[src/rtl/reg_apb_bridge.sv]
// reg_apb_bridge: APB3 slave front end for the VT100 register block.
// Ports: APB slave (psel/penable/pwrite/paddr/pwdata -> prdata/pready/pslverr),
// register bus (reg_sel one-hot, reg_wr_rd, reg_wr_data, reg_rd_bus in).
module reg_apb_bridge #(
    parameter int REG_WIDTH  = 32,
    parameter int ADDR_WIDTH = 12,
    parameter int REG_NUM    = 8,
    parameter int RD_LAT     = 1
) (
    input  logic                         clk,
    input  logic                         rst_n,
    input  logic                         psel,
    input  logic                         penable,
    input  logic                         pwrite,
    input  logic [ADDR_WIDTH-1:0]        paddr,
    input  logic [REG_WIDTH-1:0]         pwdata,
    output logic [REG_WIDTH-1:0]         prdata,
    output logic                         pready,
    output logic                         pslverr,
    output logic [REG_NUM-1:0]           reg_sel,
    output logic                         reg_wr_rd,
    output logic [REG_WIDTH-1:0]         reg_wr_data,
    input  logic [REG_NUM*REG_WIDTH-1:0] reg_rd_bus
);

    localparam int IW = (REG_NUM > 1) ? $clog2(REG_NUM) : 1;
    localparam int AW = ADDR_WIDTH - 2;
    localparam logic [1:0] LAT = 2'(RD_LAT);

    typedef enum logic [2:0] {
        IDLE,
        ISSUE,
        WAIT,
        RESP,
        ERR
    } state_t;

    state_t                 state_q, state_d;
    logic [1:0]             cnt_q, cnt_d;
    logic [IW-1:0]          idx_q, idx_d;
    logic [REG_WIDTH-1:0]   prdata_d;
    logic                   pready_d;
    logic                   pslverr_d;
    logic [REG_NUM-1:0]     sel_d;
    logic                   wr_rd_d;
    logic [REG_WIDTH-1:0]   wr_data_d;

    logic [AW-1:0]          word;
    logic                   hit;
    logic                   setup;
    logic [REG_WIDTH-1:0]   rd_arr [REG_NUM];

    for (genvar i = 0; i < REG_NUM; i++) begin : g_rd
        assign rd_arr[i] = reg_rd_bus[i*REG_WIDTH +: REG_WIDTH];
    end

    assign word  = paddr[ADDR_WIDTH-1:2];
    // Extra MSB lets REG_NUM equal the full word-address space.
    assign hit   = (paddr[1:0] == 2'b00) &&
                   ({1'b0, word} < (AW+1)'(REG_NUM));
    assign setup = psel && !penable;

    always_comb begin
        state_d   = state_q;
        cnt_d     = cnt_q;
        idx_d     = idx_q;
        prdata_d  = prdata;
        pready_d  = 1'b0;
        pslverr_d = 1'b0;
        sel_d     = '0;
        wr_rd_d   = reg_wr_rd;
        wr_data_d = reg_wr_data;
        unique case (state_q)
            IDLE: begin
                if (setup) begin
                    if (hit) begin
                        // Select is registered, so it is high in the
                        // first access cycle.
                        idx_d     = paddr[IW+1:2];
                        sel_d     = REG_NUM'(1) << paddr[IW+1:2];
                        wr_rd_d   = pwrite;
                        wr_data_d = pwdata;
                        state_d   = ISSUE;
                    end else begin
                        prdata_d  = '0;
                        pready_d  = 1'b1;
                        pslverr_d = 1'b1;
                        state_d   = ERR;
                    end
                end
            end
            ISSUE: begin
                if (reg_wr_rd) begin
                    pready_d = 1'b1;
                    state_d  = RESP;
                end else if (RD_LAT == 0) begin
                    prdata_d = rd_arr[idx_q];
                    pready_d = 1'b1;
                    state_d  = RESP;
                end else begin
                    cnt_d   = 2'd1;
                    state_d = WAIT;
                end
            end
            WAIT: begin
                if (cnt_q == LAT) begin
                    prdata_d = rd_arr[idx_q];
                    pready_d = 1'b1;
                    cnt_d    = 2'd0;
                    state_d  = RESP;
                end else begin
                    cnt_d = cnt_q + 2'd1;
                end
            end
            RESP:    state_d = IDLE;
            ERR:     state_d = IDLE;
            default: state_d = IDLE;
        endcase
    end

    always_ff @(posedge clk or negedge rst_n) begin
        if (!rst_n) begin
            state_q     <= IDLE;
            cnt_q       <= '0;
            idx_q       <= '0;
            prdata      <= '0;
            pready      <= 1'b0;
            pslverr     <= 1'b0;
            reg_sel     <= '0;
            reg_wr_rd   <= 1'b0;
            reg_wr_data <= '0;
        end else begin
            state_q     <= state_d;
            cnt_q       <= cnt_d;
            idx_q       <= idx_d;
            prdata      <= prdata_d;
            pready      <= pready_d;
            pslverr     <= pslverr_d;
            reg_sel     <= sel_d;
            reg_wr_rd   <= wr_rd_d;
            reg_wr_data <= wr_data_d;
        end
    end

endmodule
[config.mk]
export PLATFORM = sky130hd
export DESIGN_NAME = reg_apb_bridge
export DESIGN_NICKNAME = d
export VERILOG_FILES = /design/src/rtl/reg_apb_bridge.sv
export SDC_FILE = /design/constraint.sdc
export NUM_CORES = 1
export LEC_CHECK = 0
export BUFFER_PORTS_ARGS = -buffer_cell sky130_fd_sc_hd__buf_2
export CORE_AREA = 5 5 145 147
export DETAILED_ROUTE_END_ITERATION = 12
export DIE_AREA = 0 0 150 152
export GPL_ROUTABILITY_DRIVEN = 0
export PLACE_DENSITY_LB_ADDON = 0.25
export SETUP_SLACK_MARGIN = 0.1
export SYNTH_ARGS = -nofsm -noshare
export SYNTH_HDL_FRONTEND = slang
export SYNTH_SLANG_ARGS = --single-unit
[constraint.sdc]
create_clock -name clk -period 4 [get_ports clk]
set_input_delay 0.4 -clock clk [delete_from_list [all_inputs] [get_ports clk]]
set_output_delay 0.4 -clock clk [all_outputs]
set_load 0.01 [all_outputs]
==> After elaboration in Yosys (flattened, before gate mapping) <==
Index checks and enable logic that the tools add are counted.
{ "classes": {"bitwise": 1, "mux": 24, "n_eq_ne": 7, "n_reduce_logical": 11, "shifts": 1, "magnitude_cmp": 2, "addsub": 1} }
{ "ops": {"columns": ["cell", "count"], "rows": [
  ["32-bit 2-to-1 mux", 5],
  ["32-bit binary-select mux with 3-bit select", 1],
  ["32-bit one-hot mux with 2 select lines", 1],
  ["8-bit 2-to-1 mux", 3],
  ["10-bit by 4-bit < comparator with 1-bit output, second input constant", 1],
  ["3-bit 2-to-1 mux", 3],
  ["3-bit one-hot mux with 3 select lines", 1],
  ["2-bit inequality test, second input constant", 4],
  ["1-bit by 3-bit left shift with 8-bit output, first input constant", 1],
  ["1-bit 2-to-1 mux", 6],
  ["4-bit greater-or-equal comparator, second input constant", 1],
  ["2-bit 2-to-1 mux", 2],
  ["3-bit NOT with 4-bit output", 1],
  ["2-bit one-hot mux with 2 select lines", 1],
  ["2-bit AND reduction", 2],
  ["4-bit AND reduction", 1],
  ["2-bit nonzero test", 2],
  ["3-bit by 1-bit equality test with 1-bit output, second input constant", 1],
  ["3-bit by 2-bit equality test with 1-bit output, second input constant", 1],
  ["3-bit zero test", 1],
  ["1-bit one-hot mux with 3 select lines", 1],
  ["3-bit AND reduction", 1],
  ["2-bit by 1-bit adder with 2-bit output, second input constant", 1],
  ["2-bit by 1-bit equality test with 1-bit output, second input constant", 1],
  ["3 further kinds", 4]
]} }
{ "word_totals": {"reg_bits": 83, "elab_cells": 56} }

==> Depth between registers and ports, before layout <==
Gate-level depths: netlist of the first run.
{ "logic_depth": {"ltp_word": 6, "depth_mapped": 7} }

==> Least setup slack after synthesis of the first run <==
Ideal clock, no wire load.
{ "synth_path": {"path_type": "in2reg", "start": "input port paddr[11]", "end": "register prdata[10]", "path_slack_ns": 2.216, "arrival_time_ns": 1.658, "n_path_buf": 1, "cell_stages": 5, "cell_sequence": "nor4_1 nand3_1 a21oi_2 buf_6 mux2_4"} }
{ "synth_between": {"elab_chain_len": 4} }
{ "synth_rtl": {"columns": ["element", "line_no", "text"], "rows": [
  ["start: declaration", "15", "input logic [ADDR_WIDTH-1:0] paddr,"],
  ["10-bit by 4-bit < comparator with 1-bit output", "60", "({1'b0, word} < (AW+1)'(REG_NUM));"],
  ["1-bit logical AND", "59", "assign hit = (paddr[1:0] == 2'b00) &&"],
  ["2-bit inequality test (no line)", null, null],
  ["4-bit AND reduction (no line)", null, null],
  ["end signal: assignment", "136", "prdata <= prdata_d;"],
  ["end: declaration", "17", "output logic [REG_WIDTH-1:0] prdata,"]
]} }
No other way between the ends.
A chain may end at the register's enable or synchronous reset.

==> Final worst setup path of the first run <==
{ "layout_path": {"start": "register idx_q[2]", "end": "register prdata[5]"} }
{ "layout_between": {"elab_chain_len": 6} }
{ "layout_rtl": {"columns": ["element", "line_no", "text"], "rows": [
  ["start: declaration", "40", "logic [IW-1:0] idx_q, idx_d;"],
  ["start signal: assignment", "135", "idx_q <= idx_d;"],
  ["3-bit NOT with 4-bit output (not written as such)", "107", "prdata_d = rd_arr[idx_q];"],
  ["32-bit binary-select mux with 3-bit select", "107", null],
  ["32-bit 2-to-1 mux (not written as such) (2 in a row)", "107", null],
  ["32-bit 2-to-1 mux", "106", "if (cnt_q == LAT) begin"],
  ["32-bit one-hot mux with 2 select lines", "73", "unique case (state_q)"]
]} }
No other way between the ends. The select of a mux whose other input is x is not followed.

==> run summary, run 1 <==
Outcome
* completed — run status

Clock network
* 0 — number of instances resized during post-cts repair
* 3 — H-tree levels
* 340 ps — clock network latency to the later pin of the worst-skew pair
* 2 — maximum count of clock buffers along a single path
* 83 — Clock Sink Count
* 70 ps — Reg clk slew, reported paths
* 0 — buffers inserted during post-CTS setup optimization
* built — clock tree from TritonCTS
* clkbuf_16 — cell at the root of the clock tree
* 0 — Post-CTS Hold Buffers
* 9 — number of buffers created by CTS

Detailed routing
* 4967 — Via Count
* 4.69 — via count normalized by instance count
* 18.2 um — wire per inst
* 223 — DRC violation total after the first TritonRoute iteration
* 0 — Residual DRC
* 0 — antenna violation net count after detailed routing
* 19300 um — wirelength, routed
* 4 — TritonRoute pass-1 iters

Floorplanning
* 52 — number of rows in the core area
* 27.1% — starting density of the core
* 150 um — die outline width
* 152 um — Die Span Y
* 0.0198 sq mm — placeable core region
* 380 — num ports
* 0.0228 sq mm — area of the die

Global route
* 59 — pin count of the biggest net entering global routing
* 0 — total congestion overflow
* 28.0% — met2 layer usage reported by global route
* 3.78% — global routing met3 resource utilization
* met2 — most heavily used metal layer in global routing
* 16.4% — total global routing track utilization
* 0 — antenna violations before repair
* 20.9% — met1 capacity usage during global routing
* 29700 um — wire length of the first global-routing pass
* 5383 — vias in the first global route

Timing
* 423 MHz — max frequency
* 0 — final number of max-transition violations
* 851 ps — transition time at the pin with the least slew margin
* 11.9 ps — clock skew after layout
* 59.1% — final critical-path share of the clock period
* no — unrepaired setup endpoints after global routing
* 0 ps — Sum Neg Setup Slack
* 0 — Finish-stage setup viols
* 2370 ps — final worst path period need
* 43.3% — slew margin rel.
* 0 — final number of hold-violating endpoints

Synth
* 38.7% — top cell type's share of synthesized area
* 0% — xor and xnor fraction of the mapped netlist area
* mux2_2, dfrtp_1, nor2_1, nor3_1 — list of most frequent post-synthesis cells
* 100% — share of synthesized registers carrying an async set or reset
* dfrtp_1 — cell taking the most area after synthesis
* 0 — number of enable-type register cells in the synthesized netlist
* 0.00536 sq mm — netlist area before placement
* 421 — Gate Count Post-Synth
* 35 — Unique masters post-synth
* multiplexers — largest family of logic cells by synthesized area
* 9.03% — simple-gate area share of the yosys netlist
* 0% — share of synthesized cell area in full adder, half adder and majority cells
* 4.97% — complex-gate fraction of the synthesized area
* 43.2% — fraction of synthesized area in multiplexers
* 83 — flops & latches, synth
* 12.7 sq um — mean cell area of the mapped netlist
* 0 — warning count from the yosys run
* 726 — Mapped Nets
* mux2_2 — most frequent cell after synthesis
* dfrtp_1 — leading register cell type out of synthesis
* dfrtp_1, mux2_2, mux4_2 — cells taking the most area after synthesis
* 38.7% — sequential cell area fraction in the yosys report

Flow run
* 0 — max cap viols

Setup path
* flip-flop — type of element launching the critical path
* flip-flop — endpoint type of the worst setup path
* 5 — depth of the worst register-to-register path
* 2600 ps — endpoint arrival time on the critical path
* reg -> reg — type of the setup path with the least slack
* 4230 ps — required time of the critical path
* idx_q[2] — launching point of the worst reg2reg path
* 1630 ps — register-to-register path setup slack
* 19 — worst-path maximum fanout
* prdata[5] — endpoint of the lowest-slack register-to-register path

Final layout
* 1089 — post-layout net count
* 0 — n_diodes
* 71.9% — ratio of cells with drive above 1 in the final layout
* 1982 — fillcell total
* 45.6% — Layout area overhead
* 1059 — number of standard cells in the layout, taps in and fillers out
* 0.00781 sq mm — cell area after layout

Placement
* 15700 um — post-detailed-placement half-perimeter wirelength
* 379 — Port-buffer cells
* 0.00750 sq mm — standard cell area after detailed placement
* 1043 — total instance count after detailed placement

Worst hold path
* in -> async — Hold Path Class

Pwr
* 27.6% — clock group share of total power
* 0.00217 W — Int Pwr
* 36.3% — combinational cell fraction of total power
* 0.000994 W — Net Sw Power
* 230 uV — largest vdd supply drop
* 4.07 nW — Leak
* 405 mW/mm^2 — total power density per cell area
* 31.4% — Switching Share
* 36.1% — relative contribution of sequential cells to total power

-- layout by cell type (no fill, tap or decap), drive strengths merged --
cell      synthesis  final
nand3             1      1
a21oi             4      4
and3              1      1
clkbuf           15     12
o21a              2      2
and2              2      2
and4              1      1
nor2             36     36
mux2            132    132
clkinvlp          0      1
and3b             1      1
nor4bb            1      1
nor3             34     34
o22ai            32     32
or3b              1      1
o22a              2      2
nor4              2      2
inv               2      4
or2b              1      1
and4b             3      3
nor2b             1      1
o21ai             2      2
nand2b            4      4
dfrtp            83     83
buf              22    389
bufinv            0      1
nand2             3      3
and4bb            1      1
mux4             32     32
-- per-layer routing --
metal / wire length, um / part of all wire [%]
met1: 7960 / 41
met2: 9540 / 50
met3: 1560 / 8.1
met4: 208 / 1.1
met5: 0 / 0
-- cell type report --
cell class	instances	area [sq um]	area share, %
clock inverter	4	55.1	0.705
multi-input combinational	299	3080	39.5
tap	270	338	4.33
clock buffer	12	256	3.29
inverter	2	7.51	0.0962
timing repair buffer	389	1990	25.4
sequential	83	2080	26.7
-- cells by family after synthesis --
kind of cell	Yosys count
and+or+nand+nor	93
muxes	164
buffers and inverters	39
AOI/OAI and AO/OA	42
DFF	83
-- power by group through the flow --
stage               Clock [W]  Combinational [W]  Sequential, W
finish               0.000875            0.00115        0.00114
floorplan                   0           0.000646        0.00121
global route         0.000942            0.00125        0.00117
CTS                  0.000904            0.00117        0.00114
detailed placement          0            0.00117        0.00115
global placement            0            0.00115        0.00115
-- stage by stage --
step | total power, W | setup WS, ps | hold WS [ps] | util [%]
4_1_cts | 0.00321 | 1600 | 141 | 39.5
6_report | 0.00317 | 1630 | 113 | 39.5
3_3_place_gp | 0.00230 | 1550 | 465 | 37.9
3_5_place_dp | 0.00232 | 1550 | 469 | 37.9
2_1_floorplan | 0.00185 | 2220 | 104 | -
5_1_grt | 0.00335 | 1390 | 176 | 39.5
-- state kept, by name, indices dropped and copies added (netlist names) --
| signal | cells |
|---|---|
| cnt_q | 2 |
| idx_q | 3 |
| prdata | 32 |
| pready | 1 |
| pslverr | 1 |
| reg_sel | 8 |
| reg_wr_data | 32 |
| reg_wr_rd | 1 |
| state_q | 3 |
-- worst max-delay path: stages, from the launching register on --
cell	delay, ps
dfrtp_1	730
nand2b_1	620
buf_4	410
o22ai_1	150
nor3_1	60
mux2_4	270
-- worst max path at each step --
stage / cells after the start / to / slack [ps] / start
2_1_floorplan: 5 / prdata[10] / 2220 / paddr[11]
3_3_place_gp: 6 / reg_wr_data[18] / 1550 / penable
3_5_place_dp: 6 / reg_wr_data[26] / 1550 / penable
4_1_cts: 5 / prdata[3] / 1600 / idx_q[2]
5_1_grt: 5 / prdata[11] / 1390 / idx_q[2]
6_report: 5 / prdata[5] / 1630 / idx_q[2]
Power figures use the tool's default switching activity.
==> inputs of run 2 (changes only) <==
--- a/config.mk
+++ b/config.mk
@@ -6,9 +6,9 @@
 export NUM_CORES = 1
 export LEC_CHECK = 0
 export BUFFER_PORTS_ARGS = -buffer_cell sky130_fd_sc_hd__buf_2
-export CORE_AREA = 5 5 145 147
+export CORE_AREA = 5 5 144 146
 export DETAILED_ROUTE_END_ITERATION = 12
-export DIE_AREA = 0 0 150 152
+export DIE_AREA = 0 0 149 151
 export GPL_ROUTABILITY_DRIVEN = 0
 export PLACE_DENSITY_LB_ADDON = 0.25
 export SETUP_SLACK_MARGIN = 0.1
==> constraint.sdc (replaced) <==
create_clock -name clk -period 2.1 [get_ports clk]
set_input_delay 0.21 -clock clk [delete_from_list [all_inputs] [get_ports clk]]
set_output_delay 0.21 -clock clk [all_outputs]
set_load 0.01 [all_outputs]
==> run summary, run 2 (synthesis results as in run 1) <==
Timing
* 0 ps — Sum Neg Setup Slack, unchanged
* 0 — final number of max-transition violations, unchanged
* no — unrepaired setup endpoints after global routing, unchanged
* 0 — final number of hold-violating endpoints, unchanged
* 0 — Finish-stage setup viols, unchanged
* 84.9 ps — Hold Slack, was 113 ps
* 8.76 ps — clock skew after layout, was 11.9 ps
* 464 ps — transition time at the pin with the least slew margin, was 851 ps
* 69.1% — slew margin rel., was 43.3%
* 89.1% — final critical-path share of the clock period, was 59.1%
* 1870 ps — final worst path period need, was 2370 ps
* 534 MHz — max frequency, was 423 MHz

Detailed routing
* 0 — Residual DRC, unchanged
* 127 — DRC violation total after the first TritonRoute iteration, was 223
* 4.66 — via count normalized by instance count, was 4.69
* 4957 — Via Count, was 4967
* 4 — TritonRoute pass-1 iters, unchanged
* met5 — top layer reached by signal wires, was met4
* 19.2 um — wire per inst, was 18.2 um
* 20400 um — wirelength, routed, was 19300 um
* 0 — antenna violation net count after detailed routing, unchanged
* 10000 um — total met2 wirelength after detailed routing, was 9540 um
* 7940 um — Met1 Wirelength, was 7960 um
* 2010 um — routed length on met3, was 1560 um

Pwr
* 4.13 nW — Leak, was 4.07 nW
* 483 uV — largest vdd supply drop, was 230 uV
* 771 mW/mm^2 — total power density per cell area, was 405 mW/mm^2

Floorplanning
* 0.0225 sq mm — area of the die, was 0.0228 sq mm
* 380 — num ports, unchanged
* 151 um — Die Span Y, was 152 um
* 51 — number of rows in the core area, was 52
* 149 um — die outline width, was 150 um
* 0.0193 sq mm — placeable core region, was 0.0198 sq mm
* 27.8% — starting density of the core, was 27.1%

Clock network
* 2 — maximum count of clock buffers along a single path, unchanged
* 83 — Clock Sink Count, unchanged
* 0 — buffers inserted during post-CTS setup optimization, unchanged
* clkbuf_16 — cell at the root of the clock tree, unchanged
* 3 — H-tree levels, unchanged
* 70 ps — Reg clk slew, reported paths, about the same
* 340 ps — clock network latency to the later pin of the worst-skew pair, about the same
* 9 — number of buffers created by CTS, unchanged
* built — clock tree from TritonCTS, unchanged

Placement
* 379 — Port-buffer cells, unchanged
* 16200 um — post-detailed-placement half-perimeter wirelength, was 15700 um

Final layout
* buf_2 — most frequent standard cell in the layout excluding fill and tap cells, unchanged
* 1096 — post-layout net count, was 1089
* 0.00308 sq mm — area taken by multi-input logic gates, unchanged
* 72.4% — ratio of cells with drive above 1 in the final layout, was 71.9%
* 1907 — fillcell total, was 1982
* 47.9% — Layout area overhead, was 45.6%
* buf_2, mux2_2, dfrtp_1, nor2_1, nor3_1 — highest-count cells in the layout ignoring fill and taps, unchanged
* 0.00208 sq mm — Storage cell area, about the same
* prdata x32, reg_wr_data x32, reg_sel x8 — Largest regs, unchanged

Setup path
* flip-flop — endpoint type of the worst setup path, unchanged
* 540 ps — CP max stage delay, was 730 ps
* or3b_2 > nor2_4 > a21oi_4 > buf_12 > mux2_4 — chain of cells forming the critical path, was nand2b_1 > buf_4 > o22ai_1 > nor3_1 > mux2_4
* flip-flop — type of element launching the critical path, unchanged
* 1 — count of buffering cells on the critical path with inverters included, unchanged
* simple AND/OR/NAND/NOR gates — cell family with most CP delay, was flip-flops
* 33 — worst-path maximum fanout, was 19
* 2330 ps — required time of the critical path, was 4230 ps
* 2100 ps — endpoint arrival time on the critical path, was 2600 ps
* or3b_2 — cell at the slowest stage of the critical path, was dfrtp_1
* reg -> reg — type of the setup path with the least slack, unchanged

Global route
* 5 — antenna violations before repair, was 0
* 17.2% — total global routing track utilization, was 16.4%
* 56 — pin count of the biggest net entering global routing, was 59
* 29600 um — wire length of the first global-routing pass, was 29700 um
* 0 — total congestion overflow, unchanged
* 5315 — vias in the first global route, was 5383

Flow run
* 0 — max cap viols, unchanged

Outcome
* completed — run status, unchanged

Worst hold path
* in -> reg — Hold Path Class, was in -> async

==> run 2: changes by cell type in the layout (fill, tap and decap cells not counted), sizes merged <==
cell,previous run,this run
diode,0,3
buf,389,395
dlygate4sd3,0,1
clkinvlp,1,0
clkinv,0,1
clkbuf,12,10
inv,4,6
==> run 2: where the power goes <==
| part | internal (W) | switching [W] |
|---|---|---|
| combinational | 0.00123 | 0.00102 |
| sequential | 0.00194 | 0.000229 |
| clock | 0.000979 | 0.000724 |
==> run 2: cell type report <==
| class | count | share of cell area (%) |
|---|---|---|
| Antenna cell | 3 | 0.0947 |
| Clock buffer | 10 | 3.01 |
| Clock inverter | 6 | 0.962 |
| Inverter | 2 | 0.0947 |
| Multi-Input combinational cell | 299 | 38.9 |
| Sequential cell | 83 | 26.3 |
| Tap cell | 265 | 4.18 |
| Timing Repair Buffer | 396 | 26.5 |
==> run 2: stage by stage <==
stage               std cells  power, W  worst slack [ps]  utilization [%]  area [sq um]
floorplan                 421   0.00353               349                -          5360
finish                   1064   0.00612               229             41.2          7930
CTS                      1061   0.00624               186             41.1          7920
global placement         1044   0.00444               190             39.4          7600
global route             1064   0.00648               132             41.2          7930
detailed placement       1044   0.00448               182             39.4          7600
==> run 2: what timing repair did <==
| action | CTS | global route |
|---|---|---|
| hold buffers | 1 | 0 |
| gates resized for setup | 0 | 0 |
| hold endpoints to repair | 28 | 0 |
==> run 2: final timing paths <==
| check | startpoint | slack (ps) | cells past startpoint | endpoint |
|---|---|---|---|---|
| max in group asynchronous | rst_n | 1080 | 3 | prdata[8] |
| hold / removal | pwdata[0] | 80 | 2 | reg_wr_data[0] |
| hold reg to reg | reg_wr_data[0] | 480 | 1 | reg_wr_data[0] |
| setup reg to reg | state_q[2] | 230 | 5 | prdata[7] |
| min in group asynchronous | rst_n | 370 | 2 | prdata[21] |
| setup / recovery | state_q[2] | 230 | 5 | prdata[7] |
==> run 2: layer usage <==
metal  track usage [%]  vias up
li1                  -     2350
met4              5.54        4
met1              20.9     2328
met2              29.0      252
met3              5.57       23
met5                 0        -
==> run 2: worst register-to-register path, delay by kind of cell, from the launching register on <==
kind,cells,cell delay [ps]
buf+inv,1,200
flops,1,460
compound gates,1,40
simple gates,2,680
mux,1,370
